`src/rtl/tt_capture.sv`:
```
// Truth-table capture engine: sweeps a 7-input vector through all 128 values,
// holds each vector for SETTLE+1 cycles, samples the single-bit response on the
// last cycle of each hold and presents the 128-bit table plus its popcount
// through a valid/ready handshake.
module tt_capture #(
  parameter int unsigned SETTLE = 1
) (
  input  logic         clk,
  input  logic         rst_n,
  input  logic         start,
  output logic         x0,
  output logic         x1,
  output logic         x2,
  output logic         x3,
  output logic         x4,
  output logic         x5,
  output logic         x6,
  input  logic         f_in,
  output logic         busy,
  output logic [127:0] tt,
  output logic [7:0]   ones,
  output logic         tt_valid,
  input  logic         tt_ready
);

  typedef enum logic [1:0] {StIdle, StCapture, StDone} state_e;

  localparam logic [3:0] SettleCnt = 4'(SETTLE);

  state_e       state_q, state_d;
  logic [6:0]   idx_q, idx_d;
  logic [3:0]   cnt_q, cnt_d;
  logic [127:0] tt_q, tt_d;
  logic [7:0]   ones_q, ones_d;
  logic [6:0]   vec;

  // Next-state and datapath update; the sample edge is the last cycle of a vector's hold.
  always_comb begin
    state_d = state_q;
    idx_d   = idx_q;
    cnt_d   = cnt_q;
    tt_d    = tt_q;
    ones_d  = ones_q;
    unique case (state_q)
      StIdle: begin
        if (start) begin
          state_d = StCapture;
          idx_d   = 7'd0;
          cnt_d   = 4'd0;
          tt_d    = '0;
          ones_d  = 8'd0;
        end
      end
      StCapture: begin
        if (cnt_q == SettleCnt) begin
          tt_d[idx_q] = f_in;
          // 128 ones fit in 8 bits, so no saturation is needed.
          ones_d      = ones_q + {7'd0, f_in};
          if (idx_q == 7'd127) begin
            state_d = StDone;
          end else begin
            idx_d = idx_q + 7'd1;
            cnt_d = 4'd0;
          end
        end else begin
          cnt_d = cnt_q + 4'd1;
        end
      end
      StDone: begin
        if (tt_ready) begin
          state_d = StIdle;
        end
      end
      default: state_d = StIdle;
    endcase
  end

  // State register with synchronous active-low reset.
  always_ff @(posedge clk) begin
    if (!rst_n) begin
      state_q <= StIdle;
      idx_q   <= 7'd0;
      cnt_q   <= 4'd0;
      tt_q    <= '0;
      ones_q  <= 8'd0;
    end else begin
      state_q <= state_d;
      idx_q   <= idx_d;
      cnt_q   <= cnt_d;
      tt_q    <= tt_d;
      ones_q  <= ones_d;
    end
  end

  // Stimulus is only driven while capturing; otherwise the vector rests at zero.
  always_comb begin
    vec = (state_q == StCapture) ? idx_q : 7'd0;
  end

  assign {x6, x5, x4, x3, x2, x1, x0} = vec;
  assign busy     = (state_q == StCapture);
  assign tt_valid = (state_q == StDone);
  assign tt       = tt_q;
  assign ones     = ones_q;

endmodule

```
`config.mk`:
```
export PLATFORM = sky130hd
export DESIGN_NAME = tt_capture
export DESIGN_NICKNAME = d
export VERILOG_FILES = /design/src/rtl/tt_capture.sv
export SDC_FILE = /design/constraint.sdc
export NUM_CORES = 1
export LEC_CHECK = 0
export ABC_AREA = 1
export BUFFER_PORTS_ARGS = -buffer_cell sky130_fd_sc_hd__buf_2
export CAP_MARGIN = 0
export CORE_ASPECT_RATIO = 1.4
export CORE_MARGIN = 2
export CORE_UTILIZATION = 56
export CTS_CLUSTER_SIZE = 30
export DETAILED_ROUTE_END_ITERATION = 12
export GPL_ROUTABILITY_DRIVEN = 0
export PLACE_DENSITY = 0.81
export SYNTH_ARGS = -nofsm -noshare
export SYNTH_HDL_FRONTEND = slang
export SYNTH_SLANG_ARGS = --single-unit
```
`constraint.sdc`:
```
create_clock -name clk -period 1.7 [get_ports clk]
set_input_delay 0.255 -clock clk [delete_from_list [all_inputs] [get_ports clk]]
set_output_delay 0.255 -clock clk [all_outputs]
set_load 0.005 [all_outputs]
```
After elaboration in Yosys (flattened, before gate mapping)
Cells that the tools add are included.
{"block": "totals", "word_cells": 50, "input_bits": 5, "output_inout_bits": 145, "register_bits": 149}
{"block": "classes", "n_mux": 23, "n_eq_ne": 10, "addsub": 3, "reduce_logical": 7, "magnitude_cmp": 2}
{"operator": "128-bit two-way mux", "n": 2}
{"operator": "128-bit one-hot mux with 2 select lines", "n": 1}
{"operator": "128-bit bitwise mux", "n": 1}
{"operator": "7-bit two-way mux", "n": 4}
{"operator": "8-bit two-way mux", "n": 2}
{"operator": "8-bit one-hot mux with 2 select lines", "n": 1}
{"operator": "7-bit one-hot mux with 2 select lines", "n": 1}
{"operator": "4-bit two-way mux", "n": 3}
{"operator": "8-bit by 1-bit adder with 8-bit output", "n": 1}
{"operator": "7-bit by 8-bit less-than comparator with 1-bit output (second input constant)", "n": 1}
{"operator": "2-bit two-way mux", "n": 4}
{"operator": "4-bit one-hot mux with 2 select lines", "n": 1}
{"operator": "4-bit AND reduction", "n": 2}
{"operator": "7-bit by 1-bit adder with 7-bit output (second input constant)", "n": 1}
{"operator": "1-bit demux with 7-bit select", "n": 1}
{"operator": "7-bit equality test (second input constant)", "n": 1}
{"operator": "7-bit by 1-bit >= comparator with 1-bit output (second input constant)", "n": 1}
{"operator": "2-bit by 1-bit inequality test with 1-bit output (second input constant)", "n": 3}
{"operator": "2-bit one-hot mux with 3 select lines", "n": 1}
{"operator": "3-bit AND reduction", "n": 2}
{"operator": "4-bit by 1-bit adder with 4-bit output (second input constant)", "n": 1}
{"operator": "4-bit by 1-bit equality test with 1-bit output (second input constant)", "n": 1}
{"operator": "2-bit inequality test (second input constant)", "n": 2}
{"operator": "3-bit inequality test (second input constant)", "n": 1}
{"operator": "other kinds (6)", "n": 6}

Longest topological paths before layout
{"block": "logic_depth", "ltp_word": 7, "depth_mapped": 10, "depth_no_buf": 9}

Least setup slack after synthesis
No wires, ideal clock.
{"block": "synth_timing", "path_kind": "register to register", "from": "register cnt_q[0]", "to": "register tt_q[48] (netlist: tt[48])", "required_ns": 1.630, "period_less_slack_ns": 1.479, "stages_incl_launch_ff": 9, "n_path_buf": 1, "t_arrival_ns": 1.408, "setup_time_ns": 0.070, "slack_ns": 0.221, "cell_sequence": "dfxtp_1 > ha_1 > nand2_1 > nand2_1 > nand2_2 > nor2_8 > buf_2 > nand2_1 > a21oi_1"}
{"block": "synth_between", "elab_chain_cells": 3}
{"element": "start: declaration", "line_no": "32", "source": "logic [3:0] cnt_q, cnt_d;"}
{"element": "start signal: assignment", "line_no": "89", "source": "cnt_q <= cnt_d;"}
{"element": "4-bit by 1-bit equality test with 1-bit output", "line_no": "55", "source": "if (cnt_q == SettleCnt) begin"}
{"element": "2-bit by 1-bit inequality test with 1-bit output (no line)"}
{"element": "3-bit AND reduction (no line)"}
{"element": "end signal: assignment", "line_no": "90", "source": "tt_q <= tt_d;"}
{"element": "end: declaration", "line_no": "33", "source": "logic [127:0] tt_q, tt_d;"}
Every way passes these cells.
A chain may end at the register's enable or synchronous reset.

Worst setup path after layout
{"block": "layout_timing", "from": "register state_q[0]", "to": "output port busy"}
{"block": "layout_between", "elab_chain_cells": 1}
{"element": "start: declaration", "line_no": "30", "source": "state_e state_q, state_d;"}
{"element": "start signal: assignment", "line_no": "81", "source": "state_q <= StIdle;"}
{"element": "start signal: assignment", "line_no": "87", "source": "state_q <= state_d;"}
{"element": "2-bit by 1-bit equality test with 1-bit output", "line_no": "101", "source": "assign busy = (state_q == StCapture);"}
{"element": "end: declaration", "line_no": "19", "source": "output logic busy,"}
Every way passes these cells.

==> results.cfg <==
[synthesis]
syn-num-nets = 1233
synth_area_per_cell_um2 = 6.223
ys_warn_count = 0
ys_types = 25
yosysSeqAreaShare_pct = 39.19
synth_area_mm2 = 0.007611
synth-xor-area-share_pct = 0
synthCells = 1223
synthMuxAreaShare_pct = 0
synth_compound_area_share_pct = 12.71
ys_top_cells_by_area = dfxtp_1 39%, nand2_1 24%, nor2_1 7.2%, a21oi_1 6.3%, inv_1 5.0%
synth_top_family_by_area = simple AND/OR/NAND/NOR gates
synth_area_leader_cell = dfxtp_1
synth.ff_latch_count = 149
netlist.area_leader.share_pct = 39.19
synth-simple-area-share_pct = 37.58
yosys.area_share.adder_pct = 0.8220

[placed_design]
io_buffers = 149
post-place-cells = 1525
dpl.hpwl_mm = 14.86
place_area_mm2 = 0.008750

[global_route]
grt_pass1_wl_mm = 35.36
antenna_found_initial = 0
grt_pass1_vias = 7502
overflow = 0
grt_max_degree = 61
track_usage_pct = 30.15

[detailed_routing]
drt_iter0_drc = 541
antenna_left = 0
drt_wl_total_mm = 22.46
drtPass1Iterations = 6
drc_errors = 0
vias_per_cell = 5.348
vias = 8359
wl_per_cell_um = 14.37

[final_layout]
n_antenna_cell = 0
seq_area_mm2 = 0.002987
fin_area_mm2 = 0.009419
post_layout_nonfiller_instances = 1563
fillers = 1159
final_common_cell = nand2_1
final_cell_mix = 491 x nand2_1, 149 x buf_2, 146 x dfxtp_1
multi_input_area_mm2 = 0.003924
area_growth_pct = 23.75
nets = 1378
drive_above_1_share_pct = 18.54

[timing]
rsz0062_at_grt = false
drv_slew = 0
fmax_ghz = 0.6050
relSlewSlack_pct = 70.53
clock_skew_ns = 0.008129
tns_ns = 0
hold_viol = 0
setup_viol = 0
tightest_slew_ns = 0.4416
period_needed_ns = 1.653
fin_crit_sh_pct = 97.24

[worst_setup_path]
arrival_ns = 1.40
crit_buf_inv = 3
worstSetupStartpointType = register
crit_family = flip-flops
crit_fanout = 7
crit_required_ns = 1.44
crit_path_end_kind = primary output
slowest_delay_ns = 0.37
path_class = register to primary output
path_cells = inv_2 > nor2_4 > buf_12 > buf_2
cpMaxStageDelayCell = dfxtp_2

[floorplanning]
die_y_um = 141.9
row_count = 50
dieArea_mm2 = 0.01455
start_util_pct = 57.12
die_w_um = 102.5
core_mm2 = 0.01333
io_pins = 150

[job]
cap_violations = 0

[power]
p_total_mw = 7.840
leakage_nw = 4.749
powerDensity_mw_per_mm2 = 832.3
ir_drop_mv = 0.5729

[clock_tree]
cts_htree_levels = 4
numCtsBuffers = 17
cts_hold_buf = 0
cts_tree = done
clock-root-buffer = clkbuf_16
cts.sinks = 149
clockBufferDepth = 2
insertion_delay_ns = 0.42
clk_pin_slew_worst_paths_ns = 0.06

[status]
status = complete, no violations

[min_path]
hold_class = input pin to register
==> power breakdown <==
group	internal [mW]	switching (mW)	total, mW
clock network	1.90	1.61	3.51
registers	3.50	0.00867	3.51
logic	0.281	0.537	0.819
total	5.68	2.16	7.84
==> flip-flops by register name, summed over array words and instances (netlist names) <==
| register | flops |
|---|---|
| cnt_q | 4 |
| idx_q | 7 |
| ones | 8 |
| state_q | 2 |
| tt | 128 |
==> final timing paths <==
path / cells after the start / start / slack, ns / endpoint
max reg2reg: 8 / state_q[1]$_SDFFE_PN0P_ / 0.10 / tt[69]$_SDFFE_PN0P_
max: 4 / state_q[0]$_SDFFE_PN0P_ / 0.05 / busy
min reg2reg: 2 / tt[63]$_SDFFE_PN0P_ / 0.46 / tt[63]$_SDFFE_PN0P_
min: 4 / tt_ready / 0.1 / state_q[1]$_SDFFE_PN0P_
==> worst min-delay path, stage by stage <==
cell and delay, ns:
buf_2 0.07, inv_1 0.03, nand2_1 0.06, a21oi_1 0.05
==> cell usage after synthesis <==
cell type,count
a21oi_1,96
o21bai_1,6
nand2_2,1
clkinv_1,3
nand3_2,2
inv_2,2
nor3_1,1
dfxtp_1,149
nor2_4,1
o21ai_0,19
a31o_2,1
or2_2,3
buf_1,1
nand2_1,494
nand4_1,4
nor2_1,147
nand3_1,67
inv_1,102
buf_2,32
ha_1,5
a22oi_1,45
buf_4,7
clkbuf_1,32
nor2_2,2
nor2_8,1
==> stage by stage <==
stage / hold WS (ns) / utilization (%) / setup WS (ns)
final: 0.09852 / 70.69 / 0.04698
after floorplan: 0.4253 / - / 0.2212
after detailed placement: 0.4509 / 65.66 / 0.03002
after global placement: 0.4462 / 65.66 / 0.05560
after global routing: 0.1362 / 70.69 / 0.001511
after CTS: 0.09599 / 69.91 / -0.02117
==> timing repair <==
action	in CTS	in global routing
pin swaps	0	1
buffers inserted	0	4
resized for setup	6	9
gates cloned	0	2
setup endpoints to repair	6	96
==> final cells by class <==
class	count	area share (%)
Tap cell	182	2.418
Clock buffer	17	4.516
Inverter	107	4.317
Sequential cell	149	31.71
Clock inverter	15	1.289
Timing Repair Buffer	198	14.09
Multi-Input combinational cell	895	41.66
==> routing by layer <==
metal  track usage [%]  share of wire (%)
met1             36.11                 39
met2             51.12                 49
met3             7.073                8.4
met4             12.63                3.8
met5                 0                  0
==> logic make-up (layout without fill, tap and decap cells) <==
kind of cell,after synthesis,after routing
AOI/OAI and AO/OA,167,167
adders and majority gates,5,5
DFF,149,149
buffers and inverters,179,337
and+or+nand+nor,723,723
No activity file was read; power rests on OpenSTA's default activity.
